## config.mk

```make
export PLATFORM = sky130hd
export DESIGN_NAME = uart_rx_sampler_flat
export DESIGN_NICKNAME = d
export VERILOG_FILES = /design/src/rtl/uart_rx_sampler_if.sv /design/src/rtl/uart_rx_sampler.sv /design/src/flat_wrapper.sv
export SDC_FILE = /design/constraint.sdc
export NUM_CORES = 1
export LEC_CHECK = 0
export CELL_PAD_IN_SITES_DETAIL_PLACEMENT = 1
export CELL_PAD_IN_SITES_GLOBAL_PLACEMENT = 1
export CORE_ASPECT_RATIO = 1.1
export CORE_MARGIN = 2
export CORE_UTILIZATION = 30
export CTS_CLUSTER_DIAMETER = 30
export DETAILED_ROUTE_END_ITERATION = 8
export PLACE_DENSITY_LB_ADDON = 0.1
export SKIP_LAST_GASP = 1
export SYNTH_ARGS = -nofsm -noshare
export SYNTH_HDL_FRONTEND = slang
export SYNTH_SLANG_ARGS = --single-unit
```

## constraint.sdc

```tcl
create_clock -name clk -period 2.35 [get_ports clk]
set_input_delay 0.47 -clock clk [delete_from_list [all_inputs] [get_ports clk]]
set_output_delay 0.47 -clock clk [all_outputs]
set_load 0.05 [all_outputs]
```

## src/rtl/uart_rx_sampler_if.sv

```systemverilog
`default_nettype none
// ============================================================================
// Module   : uart_rx_sampler_if
// Brief    : Signal bundle between the RX control FSM / serial line and the
//            oversampling bit-recovery stage. The sampler takes the slave
//            modport, and its driver (FSM or bench) takes the master modport.
// Revision : 1.0 - initial release
// ============================================================================
interface uart_rx_sampler_if #(
  parameter int PRESCALE_W = 6,
  parameter int EDGE_W     = 5,
  parameter int BIT_W      = 4
);
  logic                  i_rx_in;
  logic [PRESCALE_W-1:0] i_prescale;
  logic                  i_edge_cnt_en;
  logic                  i_data_sample_en;
  logic [EDGE_W-1:0]     o_edge_cnt;
  logic [BIT_W-1:0]      o_bit_cnt;
  logic                  o_sampled_bit;
  logic                  o_sample_valid;
  logic                  o_cfg_err;

  modport master (
    output i_rx_in, i_prescale, i_edge_cnt_en, i_data_sample_en,
    input  o_edge_cnt, o_bit_cnt, o_sampled_bit, o_sample_valid, o_cfg_err
  );

  modport slave (
    input  i_rx_in, i_prescale, i_edge_cnt_en, i_data_sample_en,
    output o_edge_cnt, o_bit_cnt, o_sampled_bit, o_sample_valid, o_cfg_err
  );
endinterface
`default_nettype wire

```

## src/rtl/uart_rx_sampler.sv

```systemverilog
`default_nettype none
// ============================================================================
// Module   : uart_rx_sampler
// Brief    : UART RX oversampling timing and bit recovery. Counts oversampling
//            edges inside a bit period and completed bit periods, and recovers
//            each bit with a 3-sample majority vote around the bit centre.
// Revision : 1.0 - initial release
// ============================================================================
module uart_rx_sampler #(
  parameter int PRESCALE_W = 6,
  parameter int EDGE_W     = 5,
  parameter int BIT_W      = 4
) (
  input  wire logic         clk,
  input  wire logic         rst,
  uart_rx_sampler_if.slave  bus
);

  // Common compare width, one bit wider than either operand so that
  // prescale-1 and half-2 underflow to large values that never match.
  localparam int              c_CW     = ((PRESCALE_W > EDGE_W) ? PRESCALE_W : EDGE_W) + 1;
  localparam logic [c_CW-1:0] c_PS_MIN = c_CW'(4);
  localparam logic [c_CW-1:0] c_PS_MAX = c_CW'(2 ** EDGE_W);

  logic [EDGE_W-1:0] r_edge_cnt;
  logic [BIT_W-1:0]  r_bit_cnt;
  logic              r_sampled_bit;
  logic              r_sample_valid;
  logic              r_cfg_err;
  // First two centre samples; the third sample is the live rx_in in the
  // vote cycle, so it never needs to be stored.
  logic              r_s0;
  logic              r_s1;

  logic [c_CW-1:0]   w_ps;
  logic [c_CW-1:0]   w_ps_m1;
  logic [c_CW-1:0]   w_half;
  logic [c_CW-1:0]   w_edge;
  logic              w_cfg_bad;
  logic              w_run;
  logic              w_smp_en;
  logic              w_wrap;
  logic              w_cap0;
  logic              w_cap1;
  logic              w_vote;
  logic              w_majority;

  assign w_ps       = c_CW'(bus.i_prescale);
  assign w_ps_m1    = w_ps - c_CW'(1);
  assign w_half     = w_ps >> 1;
  assign w_edge     = c_CW'(r_edge_cnt);
  assign w_cfg_bad  = (w_ps < c_PS_MIN) | (w_ps > c_PS_MAX);

  // Counting is gated by the registered config error, not the live compare.
  assign w_run      = bus.i_edge_cnt_en & ~r_cfg_err;
  assign w_smp_en   = w_run & bus.i_data_sample_en;

  // >= rather than == so a prescale lowered mid-frame wraps next cycle.
  assign w_wrap     = (w_edge >= w_ps_m1);

  assign w_cap0     = w_smp_en & (w_edge == (w_half - c_CW'(2)));
  assign w_cap1     = w_smp_en & (w_edge == (w_half - c_CW'(1)));
  assign w_vote     = w_smp_en & (w_edge == w_half);
  assign w_majority = (r_s0 & r_s1) | (r_s0 & bus.i_rx_in) | (r_s1 & bus.i_rx_in);

  // Register the prescale range check.
  always_ff @(posedge clk or negedge rst) begin
    if (!rst) begin
      r_cfg_err <= 1'b0;
    end else begin
      r_cfg_err <= w_cfg_bad;
    end
  end

  // Edge counter within a bit period and completed-bit counter.
  always_ff @(posedge clk or negedge rst) begin
    if (!rst) begin
      r_edge_cnt <= '0;
      r_bit_cnt  <= '0;
    end else if (!w_run) begin
      r_edge_cnt <= '0;
      r_bit_cnt  <= '0;
    end else if (w_wrap) begin
      r_edge_cnt <= '0;
      r_bit_cnt  <= r_bit_cnt + BIT_W'(1);
    end else begin
      r_edge_cnt <= r_edge_cnt + EDGE_W'(1);
    end
  end

  // Capture centre samples and emit the majority vote with a one-cycle valid.
  always_ff @(posedge clk or negedge rst) begin
    if (!rst) begin
      r_s0           <= 1'b1;
      r_s1           <= 1'b1;
      r_sampled_bit  <= 1'b1;
      r_sample_valid <= 1'b0;
    end else begin
      r_sample_valid <= w_vote;
      if (w_cap0) begin
        r_s0 <= bus.i_rx_in;
      end
      if (w_cap1) begin
        r_s1 <= bus.i_rx_in;
      end
      if (w_vote) begin
        r_sampled_bit <= w_majority;
      end
    end
  end

  assign bus.o_edge_cnt     = r_edge_cnt;
  assign bus.o_bit_cnt      = r_bit_cnt;
  assign bus.o_sampled_bit  = r_sampled_bit;
  assign bus.o_sample_valid = r_sample_valid;
  assign bus.o_cfg_err      = r_cfg_err;

endmodule
`default_nettype wire

```

## src/flat_wrapper.sv

```systemverilog
// flat-port wrapper written by rule: the top's interface ports become plain ports
module uart_rx_sampler_flat 
#(
  parameter int PRESCALE_W = 6,
  parameter int EDGE_W     = 5,
  parameter int BIT_W      = 4
)
  (clk, rst, bus_i_rx_in, bus_i_prescale, bus_i_edge_cnt_en, bus_i_data_sample_en, bus_o_edge_cnt, bus_o_bit_cnt, bus_o_sampled_bit, bus_o_sample_valid, bus_o_cfg_err);
  uart_rx_sampler_if #(.PRESCALE_W(PRESCALE_W), .EDGE_W(EDGE_W), .BIT_W(BIT_W)) bus_i ();
  input  wire logic clk;
  input  wire logic rst;
  input wire logic [$bits(bus_i.i_rx_in)-1:0] bus_i_rx_in;
  input wire logic [$bits(bus_i.i_prescale)-1:0] bus_i_prescale;
  input wire logic [$bits(bus_i.i_edge_cnt_en)-1:0] bus_i_edge_cnt_en;
  input wire logic [$bits(bus_i.i_data_sample_en)-1:0] bus_i_data_sample_en;
  output wire logic [$bits(bus_i.o_edge_cnt)-1:0] bus_o_edge_cnt;
  output wire logic [$bits(bus_i.o_bit_cnt)-1:0] bus_o_bit_cnt;
  output wire logic [$bits(bus_i.o_sampled_bit)-1:0] bus_o_sampled_bit;
  output wire logic [$bits(bus_i.o_sample_valid)-1:0] bus_o_sample_valid;
  output wire logic [$bits(bus_i.o_cfg_err)-1:0] bus_o_cfg_err;
  assign bus_i.i_rx_in = bus_i_rx_in;
  assign bus_i.i_prescale = bus_i_prescale;
  assign bus_i.i_edge_cnt_en = bus_i_edge_cnt_en;
  assign bus_i.i_data_sample_en = bus_i_data_sample_en;
  assign bus_o_edge_cnt = bus_i.o_edge_cnt;
  assign bus_o_bit_cnt = bus_i.o_bit_cnt;
  assign bus_o_sampled_bit = bus_i.o_sampled_bit;
  assign bus_o_sample_valid = bus_i.o_sample_valid;
  assign bus_o_cfg_err = bus_i.o_cfg_err;
  uart_rx_sampler #(.PRESCALE_W(PRESCALE_W), .EDGE_W(EDGE_W), .BIT_W(BIT_W)) u_core (.clk(clk), .rst(rst), .bus(bus_i));
endmodule
```

==> Word level (Yosys, flattened, before mapping) <==
Index checks and enable logic that the tools add are counted.
{ "op_classes": {"bitwise_logic": 12, "n_addsub": 5, "n_lt_le_gt_ge": 3, "n_eq_ne": 4, "muxes": 4} }
{ "ops": {"columns": ["cell", "n"], "rows": [
  ["$eq 5x7->1", 2],
  ["$mux 5", 2],
  ["$and 1x1->1", 8],
  ["$mux 4", 2],
  ["$ge 5x7->1", 1],
  ["$sub 6x1->7 const B", 1],
  ["$gt 6x6->1 const B", 1],
  ["$lt 6x3->1 const B", 1],
  ["$sub 5x1->6 const B", 1],
  ["$sub 5x2->6 const B", 1],
  ["$add 5x1->5 const B", 1],
  ["$eq 5x5->1", 1],
  ["$add 4x1->4 const B", 1],
  ["$or 1x1->1", 3],
  ["$ne 2x2->1 const B", 1],
  ["$not 1->1", 1]
]} }
{ "word_totals": {"word_cells": 35, "reg_bits": 14} }

==> Depth between registers and ports, before layout <==
{ "depth": {"word_depth": 4, "depth_mapped": 11} }

==> Worst setup path after synthesis <==
Ideal clock, no wire load.
{ "synth_timing": {"path_kind": "input port to flip-flop", "from": "input port bus_i_prescale[3]", "to": "register u_core.r_bit_cnt[1], in the netlist u_core.bus.o_bit_cnt[1]", "path_slack_ps": -70, "arrival_ps": 2301, "t_required_ps": 2231, "cell_stages": 10, "path_cell_list": "buf_2 > inv_1 > ha_1 > nor2b_2 > a21oi_1 > ha_1 > a21o_1 > a31oi_1 > nor3b_1 > o21a_1"} }
{ "synth_via": {"elab_chain_cells": 3} }
{ "synth_lines": {"columns": ["item", "line_no", "rtl"], "rows": [
  ["start, declared", "flat_wrapper.sv:13", "input wire logic [$bits(bus_i.i_prescale)-1:0] bus_i_prescale;"],
  ["$sub 6x1->7", "uart_rx_sampler.sv:49", "assign w_ps_m1 = w_ps - c_CW'(1);"],
  ["$ge 5x7->1", "uart_rx_sampler.sv:59", "assign w_wrap = (w_edge >= w_ps_m1);"],
  ["$ne 2x2->1 (no source line)", null, null],
  ["end signal, assigned", "uart_rx_sampler.sv:85", "r_bit_cnt <= r_bit_cnt + BIT_W'(1);"],
  ["end, declared", "uart_rx_sampler.sv:26", "logic [BIT_W-1:0] r_bit_cnt;"]
]} }
Every way passes these cells.
A chain may end at the register's enable or synchronous reset.

==> Final worst setup path <==
{ "layout_timing": {"from": "input port bus_i_prescale[3]", "to": "register u_core.r_bit_cnt[0], in the netlist u_core.bus.o_bit_cnt[0]"} }
The elaborated chain is that of the path after synthesis.

==> run summary <==
Post-synth top flop: dfrtp_1
Max Slew Vio Count: 0
Combinational Power Share: 0.291
Worst-Margin Slew: 0.6115 ns
Internal Power: 0.0005034 W
sw frac: 0.2735
outcome: finished, final reports clean
Num Clock Sinks: 14
Async SR Flop Fraction: 1.000
M1 WL: 1.287 mm
Detailed Place HPWL: 2.466 mm
clock root buffer: clkbuf_8
crit path DAT: 2.42 ns
CTS clk-pin slew, worst paths: 0.06 ns
largest net degree at the start of global routing: 15
final WL: 3.037 mm
max_cap viols: 0
R2R depth: 9
I/O Buffers: 22
Slew HR: 0.5911
final setup violation count: 0
number of global-route vias before repair: 1070
P&R area growth vs syn: 59.62%
first-pass GRT wire length: 4.830 mm
grt ovf: 0
maximum root-to-sink buffer count: 2
Mapped Cells: 120
1st-pass router iterations: 4
Pwr Density: 392.5 nW/um^2
Final Wtd Congestion: 0.7823
die width: 61.90 um
uppermost routed layer: met4
# DRC: 0
initial antenna violation count: 0
top area cells in the synthesized netlist: dfrtp_1 (25%), ha_1 (15%), xnor2_1 (7.9%), dfstp_2 (7.1%), a21oi_1 (4.1%)
Die H: 67.68 um
post-synth top area share: 0.2489
maximum VDD drop: 0.2088 mV
Clk Latency, worst-skew pair: 0.24 ns
final clock skew: 0.003312 ns
Final Cycle Share: 0.9581
sequential element share of the synthesized area: 0.3201
die area: 4189 um^2
Via Count: 1064
area of the mapped netlist: 1106 um^2
post-route cell area: 1765 um^2
Seq cells post-synth: 14
Clock Power Share: 0.335
Starting Density: 0.3075
Final Core Density: 0.4908
core area: 3597 um^2
Post-CTS Hold Fix Bufs: 0
met2 wire length: 1.636 mm
EDFF count, synth: 0
Synth top cells by count: ha_1 (13), dfrtp_1 (11), xnor2_1 (10)
top-count cell post-synth: ha_1
nets: 197
layout cells sized above 1: 0.3605
number of distinct library cells after synthesis: 38
CTS tree: built
sequential share of power: 0.375
Crit. End Element: flop
Via density: 4.793
met3 routed WL: 69 um
RSZ-0062 raised after global routing: no
Fill cells: 420
Leak: 0.7737 nW
CTS buffer count: 3
Wirelength per Cell: 13.68 um
fmax: 444.1 MHz
Syn. warnings: 0
placed cell area: 1551 um^2
remaining antenna violation count: 0
WP data required: 2.52 ns
Total Routing Usage GR: 0.1589
worst-path fanout max: 4
# IOs: 23
Net Count, Synth: 144
site row count: 23
final hold viol count: 0
Starting DRT DRC Count: 19
type of the most critical hold path: reg2reg
H-tree levels: 1
startpoint type of the worst setup path: primary input
# diodes: 0
critical path class: in2reg
biggest area consumer among synthesized cells: dfrtp_1
Hold Crit Depth: 2
Final min period: 2.252 ns
Avg Cell Area, Syn: 9.217 um^2
Sw Pwr: 0.0001895 W
logic make-up after synthesis:
group	synth area share
and+or+nand+nor	0.1821
adders and majority gates	0.1561
xor gates and xnor gates	0.1029
AOI/OAI and AO/OA	0.1652
muxes	0.03054
buffers and inverters	0.04297
DFF	0.3201
registers in the layout, summed over array words and instances, names as in the netlist:
signal                     count
u_core.bus.o_edge_cnt          5
u_core.bus.o_bit_cnt           4
u_core.bus.o_cfg_err           1
u_core.bus.o_sample_valid      1
u_core.bus.o_sampled_bit       1
u_core.r_s0                    1
u_core.r_s1                    1
repair_timing:
item / 4_1_cts / 5_1_grt
setup endpoints to repair: 9 / 8
resized for setup: 21 / 13
setup buffers: 6 / 1
pin swaps: 9 / 10
cloned: 0 / 0
path summary, 6_finish.rpt:
kind | startpoint | endpoint | slack (ns)
max in group asynchronous | rst | u_core.bus.o_sample_valid | 1.35
min in group asynchronous | rst | u_core.bus.o_bit_cnt[0] | 0.61
max | bus_i_prescale[3] | u_core.bus.o_bit_cnt[0] | 0.1
min | u_core.bus.o_bit_cnt[3] | u_core.bus.o_bit_cnt[3] | 0.56
min reg2reg | u_core.bus.o_bit_cnt[3] | u_core.bus.o_bit_cnt[3] | 0.56
max reg2reg | u_core.bus.o_edge_cnt[0] | u_core.bus.o_bit_cnt[1] | 0.38
layout by cell type (no fill, tap or decap), types with 2 or more instances in the layout:
cell              n
clkbuf_8          4
o21ai_0           3
clkbuf_2          2
mux2_2            3
ha_2              2
a21oi_2           3
o21a_1            2
a21oi_1           6
dfstp_2           3
buf_4            24
o31ai_2           2
buf_6             3
inv_2             4
ha_4              2
nor2b_1           3
nand3_1           4
or3_1             2
nand2_1           4
ha_1              9
nand2b_1          4
xnor2_1          10
nand4_1           2
nor2_1            9
inv_1             5
xor2_1            3
buf_12            2
clkdlybuf4s50_1  17
dfrtp_1          11
cell type report:
type | instances | area (um^2) | area share
well taps | 50 | 62.56 | 0.03544
inverters | 9 | 33.78 | 0.01914
repair buffers | 51 | 465.4 | 0.2636
flip-flops and latches | 14 | 354.1 | 0.2006
clock buffers | 4 | 55.05 | 0.03118
multi-input cells | 94 | 794.5 | 0.4500
critical path: stages:
cell and delay [ns]:
dlygate4sd2_1 0.25, inv_2 0.10, ha_4 0.16, nand2b_4 0.07, a21oi_2 0.14, a21oi_2 0.05, ha_1 0.30, a21o_1 0.21
a31oi_4 0.23, buf_12 0.14, buf_6 0.08, o21ai_0 0.06, a21oi_1 0.15
stage by stage:
stage          hold slack (ns)  total power, W  instances  TNS [ns]  setup WS, ns
2_1_floorplan           0.1744       0.0003536        120         0       0.01623
6_report                0.5561       0.0006929        222         0       0.09849
5_1_grt                 0.5904       0.0007331        222         0      0.001493
4_1_cts                 0.5663       0.0006984        221         0       0.02248
3_3_place_gp            0.5444       0.0004305        211    -4.761       -0.5134
3_5_place_dp            0.5512       0.0004353        211    -5.264       -0.5636
routing by layer:
layer	up-vias	GRT usage
met5	-	0
met1	510	0.1837
met4	0	0.05585
li1	531	-
met2	19	0.2921
met3	4	0.01916
power groups by stage:
stage	Clock [W]	Combinational [W]	Sequential (W)
floorplan	0	0.0000783	0.000275
global placement	0	0.000167	0.000263
detailed placement	0	0.000171	0.000264
CTS	0.000239	0.000199	0.000260
global route	0.000251	0.000222	0.000260
finish	0.000232	0.000202	0.000260
No activity file was read; power rests on OpenSTA's default activity.
